File: src/rtl/rgb_packer_pkg.sv
// Shared types and constants for the RGB byte packer.
// The counter-width helper sizes pixel_count for a given frame geometry.
package rgb_packer_pkg;

  typedef enum logic [0:0] {
    COLLECT = 1'b0,
    PUSH    = 1'b1
  } state_t;

  localparam int R_HI = 23;
  localparam int G_HI = 15;
  localparam int B_HI = 7;

  localparam int FRAME_PIXELS_DEFAULT = 720 * 540;

  function automatic int cnt_width(input int width, input int height);
    return (width * height > 1) ? $clog2(width * height) : 1;
  endfunction

endpackage

File: src/rtl/rgb_packer.sv
// Packs a byte-serial pixel stream into 24-bit RGB words for the RGB FIFO.
// Define RGB_PACKER_BGR_EN to accept bytes in B,G,R order instead of R,G,B.
module rgb_packer
  import rgb_packer_pkg::*;
#(
  parameter int IMG_WIDTH  = 720,
  parameter int IMG_HEIGHT = 540,
  parameter int DWIDTH_IN  = 8,
  parameter int DWIDTH_OUT = 24
) (
  input  logic                                               clock,
  input  logic                                               reset,
  input  logic                                               in_valid,
  input  logic [DWIDTH_IN-1:0]                               in_data,
  output logic                                               in_ready,
  output logic                                               fifo_out_wr_en,
  output logic [DWIDTH_OUT-1:0]                              fifo_out_din,
  input  logic                                               fifo_out_full,
  output logic [cnt_width(IMG_WIDTH, IMG_HEIGHT)-1:0]        pixel_count,
  output logic                                               frame_done
);

  localparam int CW           = cnt_width(IMG_WIDTH, IMG_HEIGHT);
  localparam int FRAME_PIXELS = IMG_WIDTH * IMG_HEIGHT;
  localparam logic [CW-1:0] LAST_PIXEL = CW'(FRAME_PIXELS - 1);

`ifdef RGB_PACKER_BGR_EN
  localparam int LANE0_HI = B_HI;
  localparam int LANE2_HI = R_HI;
`else
  localparam int LANE0_HI = R_HI;
  localparam int LANE2_HI = B_HI;
`endif
  localparam int LANE1_HI = G_HI;

  state_t                state;
  logic [1:0]            byte_idx;
  logic [DWIDTH_OUT-1:0] pixel;
  logic [DWIDTH_OUT-1:0] next_pixel;
  logic                  transfer;

  // Reset gates both handshakes so nothing moves while it is asserted.
  assign in_ready       = (state == COLLECT) && !reset;
  assign fifo_out_wr_en = (state == PUSH) && !fifo_out_full && !reset;
  assign fifo_out_din   = pixel;
  assign transfer       = in_valid && in_ready;

  // Drop the incoming byte into the lane selected by byte_idx.
  always_comb begin
    next_pixel = pixel;
    case (byte_idx)
      2'd0:    next_pixel[LANE0_HI -: DWIDTH_IN] = in_data;
      2'd1:    next_pixel[LANE1_HI -: DWIDTH_IN] = in_data;
      2'd2:    next_pixel[LANE2_HI -: DWIDTH_IN] = in_data;
      default: next_pixel = pixel;
    endcase
  end

  // Collect/push FSM holding the assembled pixel until the FIFO takes it.
  always_ff @(posedge clock) begin
    if (reset) begin
      state    <= COLLECT;
      byte_idx <= 2'd0;
      pixel    <= '0;
    end else begin
      case (state)
        COLLECT: begin
          if (transfer) begin
            pixel <= next_pixel;
            if (byte_idx == 2'd2) begin
              byte_idx <= 2'd0;
              state    <= PUSH;
            end else begin
              byte_idx <= byte_idx + 2'd1;
            end
          end
        end
        PUSH: begin
          if (fifo_out_wr_en) begin
            state <= COLLECT;
          end
        end
        default: begin
          state    <= COLLECT;
          byte_idx <= 2'd0;
        end
      endcase
    end
  end

  // Per-frame pixel counter; frame_done pulses the cycle after the last write.
  always_ff @(posedge clock) begin
    if (reset) begin
      pixel_count <= '0;
      frame_done  <= 1'b0;
    end else if (fifo_out_wr_en) begin
      if (pixel_count == LAST_PIXEL) begin
        pixel_count <= '0;
        frame_done  <= 1'b1;
      end else begin
        pixel_count <= pixel_count + CW'(1);
        frame_done  <= 1'b0;
      end
    end else begin
      frame_done <= 1'b0;
    end
  end

endmodule

File: config.mk
export PLATFORM = sky130hd
export DESIGN_NAME = rgb_packer
export DESIGN_NICKNAME = d
export VERILOG_FILES = /design/src/rtl/rgb_packer_pkg.sv /design/src/rtl/rgb_packer.sv
export SDC_FILE = /design/constraint.sdc
export NUM_CORES = 1
export LEC_CHECK = 0
export ABC_AREA = 0
export BUFFER_PORTS_ARGS = -buffer_cell sky130_fd_sc_hd__buf_2
export CAP_MARGIN = 20
export CORE_MARGIN = 4
export CORE_UTILIZATION = 30
export CTS_BUF_LIST = sky130_fd_sc_hd__clkbuf_4 sky130_fd_sc_hd__clkbuf_8
export CTS_CLUSTER_DIAMETER = 100
export DETAILED_ROUTE_END_ITERATION = 12
export PLACE_DENSITY = 0.64
export SYNTH_ARGS = -nofsm -noshare
export SYNTH_HDL_FRONTEND = slang
export SYNTH_SLANG_ARGS = --single-unit
export TNS_END_PERCENT = 20
File: constraint.sdc
create_clock -name clock -period 1.95 [get_ports clock]
set_input_delay 0.39 -clock clock [delete_from_list [all_inputs] [get_ports clock]]
set_output_delay 0.39 -clock clock [all_outputs]
set_load 0.01 [all_outputs]
Word-level counts from Yosys, hierarchy flattened
Cells that the tools add are included.
{"block": "word_totals", "word_cells": 33, "regBits": 47, "output_inout_bits": 46, "input_bits": 12}
{"block": "op_classes", "n_reduce_logical": 12, "n_eq_ne": 3, "add_sub_neg": 2, "n_bitwise": 2, "mux": 7}
{"op": "adder 19 x 1 -> 19 bit, second input constant", "n": 1}
{"op": "equality test 19 bit, second input constant", "n": 1}
{"op": "2-to-1 mux 19 bit", "n": 1}
{"op": "AND reduction 3 bit", "n": 3}
{"op": "logical AND 1 bit", "n": 4}
{"op": "2-to-1 mux 1 bit", "n": 4}
{"op": "adder 2 x 1 -> 2 bit, second input constant", "n": 1}
{"op": "equality test 2 x 1 -> 1 bit, second input constant", "n": 1}
{"op": "equality test 2 bit, second input constant", "n": 1}
{"op": "logical NOT 1 bit", "n": 2}
{"op": "logical NOT 2 bit", "n": 1}
{"op": "2-to-1 mux 2 bit", "n": 1}
{"op": "inverter 1 bit", "n": 2}
{"op": "case mux 1 bit (2 select lines)", "n": 1}
{"op": "AND reduction 2 bit", "n": 1}
{"op": "OR reduction 2 bit", "n": 1}

Depth between registers and ports, before layout
{"block": "depth", "ltp_word": 5, "mapped_depth": 7, "depth_no_buf": 5}

Worst setup path after synthesis
Ideal clock, no wire load.
{"block": "synth_timing", "kind": "input to register", "from": "in reset", "to": "reg pixel_count[16]", "path_slack_ns": -0.145, "cell_stages": 6, "setup_time_ns": 0.070, "t_arrival_ns": 2.025, "t_required_ns": 1.880, "cell_sequence": "or3b_1 buf_2 or3_1 buf_2 or4_1 a21oi_1"}
{"block": "synth_between", "elab_chain_len": 2}
{"item": "start: declaration", "line": "rgb_packer.sv:12", "rtl": "input logic reset,"}
{"item": "logical NOT 1 bit", "line": "rgb_packer.sv:44", "rtl": "assign fifo_out_wr_en = (state == PUSH) && !fifo_out_full && !reset;"}
{"item": "logical AND 1 bit", "line": "rgb_packer.sv:44"}
{"item": "end signal: assignment", "line": "rgb_packer.sv:101", "rtl": "pixel_count <= pixel_count + CW'(1);"}
{"item": "end: declaration", "line": "rgb_packer.sv:19", "rtl": "output logic [cnt_width(IMG_WIDTH, IMG_HEIGHT)-1:0] pixel_count,"}
Parallel ways exist; a longest one is shown, timed or not.
A chain may end at the register's enable or synchronous reset.

Worst setup path after layout
{"block": "layout_timing", "from": "reg state", "to": "out fifo_out_wr_en"}
{"block": "layout_between", "elab_chain_len": 2}
{"item": "start: declaration", "line": "rgb_packer.sv:36", "rtl": "state_t state;"}
{"item": "start signal: assignment", "line": "rgb_packer.sv:62", "rtl": "state <= COLLECT;"}
{"item": "start signal: assignment", "line": "rgb_packer.sv:72", "rtl": "state <= PUSH;"}
{"item": "start signal: assignment", "line": "rgb_packer.sv:80", "rtl": "state <= COLLECT;"}
{"item": "logical AND 1 bit (2 in series)", "line": "rgb_packer.sv:44"}
{"item": "end: declaration", "line": "rgb_packer.sv:16", "rtl": "output logic fifo_out_wr_en,"}
Every way passes these cells.

==> run_results.csv <==
group,metric,value,unit
synth,syn_area,1920,um^2
sta,report.final.slew_viol_count,0,
pwr,peakVddDrop,0.000308,V
synth,synth_cells,223,
setup_path,worstPathArrival,1.45,ns
setup_path,crit_type,"register to output pin",
floorplan,die_y,87.9,um
placement,dp_slack,-0.152,ns
clock_tree,root_buffer,"clkbuf_8",
setup_path,required,1.56,ns
route,drc,0,
sta,fin_worst_skew,0.00724,ns
placement,io_buffer_count,57,
synth,ys_async_sr_fraction,0,
cells_and_area,final_common_cell,"buf_2",
synth,synth_seq_cells,47,
synth,synth_ff_type,"dfxtp_1",
clock_tree,clkLatencyLatePin,0.30,ns
setup_path,rrSetupSlack,0.11,ns
sta,period_needed,1.84,ns
route,first_iter_violations,74,
clock_tree,cts.hold.buffers_added,0,
global_route,gr-usage-all-layers,0.137,
route,wl,4930,um
floorplan,die_w,87.9,um
setup_path,setup.worst_path.start_class,"register",
sta,timing_hold_violations_final,0,
route,drt_pass1_iterations,4,
clock_tree,cts_made_buffers,5,
setup_path,crit_path_end_kind,"output pin",
floorplan,dieArea,7730,um^2
setup_path,crit_fanout,7,
sta,hold-worst-slack,0.347,ns
sta,setup_ws,0.112,ns
sta,finalCritPeriodShare,0.943,
run,drv_cap,0,
global_route,gr-total-overflow,0,
floorplan,core_area,6060,um^2
clock_tree,cts_tree,"yes",
cells_and_area,drive_gt1_frac,0.308,
cells_and_area,syn_to_final_growth,32.2,%
synth,synth_seq_area_share,0.491,
pwr,power_density,689,nW/um^2
clock_tree,post_cts_buffers,0,
sta,slew_headroom,0.776,
cells_and_area,final_util,0.418,
floorplan,initial_utilization,0.316,
synth,synth_edf_count,0,
cells_and_area,layout_common_cells,"buf_2, dfxtp_1, nand2_1, a21oi_1, nor2_1",
pwr,leakagePower,1.12,nW
route,avgViaCountPerCell,4.93,
sta,setup_violations,0,
clock_tree,cts.path.max_buffers,2,
route,route.vias.total,1843,
synth,ys.warnings.count,0,
clock_tree,htreeDepth,2,
synth,yosys.cell_types.count,29,
placement,routabilityCongestion,0.742,
route,ant_nets,0,
route,avgRoutedWirePerCell,13.2,um
clock_tree,cts.sinks,47,
run_status,status,"finished clean",
global_route,grt_pass1_wl,8510,um
synth,syn_avg_cell_area,8.60,um^2
global_route,grt_antenna_before_repair,0,
global_route,grt_pass1_vias,1808,
cells_and_area,diodes,0,
cells_and_area,nets,311,
sta,rsz0062_at_grt,"no",
sta,max_freq,0.544,GHz
sta,worst_pin_slew,0.333,ns
placement,place_hpwl,3600,um
global_route,grt_max_degree,32,
worst_hold_path,hold_class,"input pin to register",
synth,synthesis.nets,236,
floorplan,num_rows,28,
clock_tree,clk_pin_slew,0.10,ns
floorplan,io_pins,58,
## kinds of logic after synthesis
kind of cell / Yosys count / share of synthesized area
flops: 47 / 0.491
compound gates: 38 / 0.107
fa+ha+maj: 1 / 0.00653
xor+xnor: 9 / 0.0411
simple gates: 106 / 0.277
mux: 10 / 0.0522
buf+inv: 12 / 0.0255
## path summary, 6_finish.rpt
path | to | cells after the start | start
worst min register to register | fifo_out_din[20] | 2 | fifo_out_din[20]
worst min-delay path | fifo_out_din[0] | 3 | in_data[0]
worst max-delay path | fifo_out_wr_en | 4 | state
worst max register to register | pixel_count[17] | 5 | state
## power breakdown
| part | switching [mW] | total, mW | internal (mW) |
|---|---|---|---|
| Sequential | 0.00984 | 0.986 | 0.977 |
| Clock | 0.338 | 0.628 | 0.290 |
| Combinational | 0.0802 | 0.134 | 0.0533 |
| Total | 0.428 | 1.75 | 1.32 |
## cells in the mapped netlist (all sizes together) (2+ instances only)
master  instances  area (um^2)
or3             8         50.1
nor2b           3         18.8
xnor2           5         43.8
mux2i          10          100
nor4            2         12.5
o31ai           2         15.0
nor3            2         10.0
nand3          21          105
nor2           22         82.6
or4             3         22.5
and3            5         31.3
xor2            4         35.0
nand2          26         97.6
inv             3         11.3
clkbuf          6         22.5
a21oi          27          135
buf             3         15.0
o21ai           7         35.0
nor3b           2         15.0
dfxtp          47          941
nand4           7         43.8
## flip-flops by register name, summed over array words and instances, names as in the netlist
signal and count:
pixel_count 19, byte_idx 2, frame_done 1, state 1, fifo_out_din 24
## final cells by class
| class | instances | area, um^2 |
|---|---|---|
| Sequential cell | 47 | 941 |
| Clock inverter | 2 | 16.3 |
| Multi-Input combinational cell | 164 | 955 |
| Inverter | 3 | 11.3 |
| Fill cell | 658 | 3530 |
| Tap cell | 75 | 93.8 |
| Clock buffer | 6 | 82.6 |
| Timing Repair Buffer | 77 | 435 |
## worst max-delay path: stages (launching register included)
cell,delay [ns]
dfxtp_1,0.34
or3b_4,0.40
buf_4,0.17
inv_2,0.10
buf_2,0.14
## metal layers
metal,GRT usage,vias up,routed length [um]
met3,0.0602,2,454
met5,0,-,0
met4,0.0209,0,6
li1,-,932,-
met1,0.176,857,2330
met2,0.218,52,2140
## repair_timing
action,4_1_cts,5_1_grt
setup endpoints to repair,1,19
pin swaps,0,1
resized for setup,1,4
## through the flow
| step | cells | setup TNS (ns) | power [mW] | area, um^2 |
|---|---|---|---|---|
| 2_1_floorplan | 223 | -0.437 | 1.08 | 1940 |
| 3_3_place_gp | 366 | -1.98 | 1.14 | 2420 |
| 3_5_place_dp | 366 | -2.54 | 1.14 | 2420 |
| 4_1_cts | 374 | 0 | 1.77 | 2520 |
| 5_1_grt | 374 | 0 | 1.84 | 2530 |
| 6_report | 374 | 0 | 1.75 | 2530 |
Note: power is estimated with default switching activity, not from simulation.
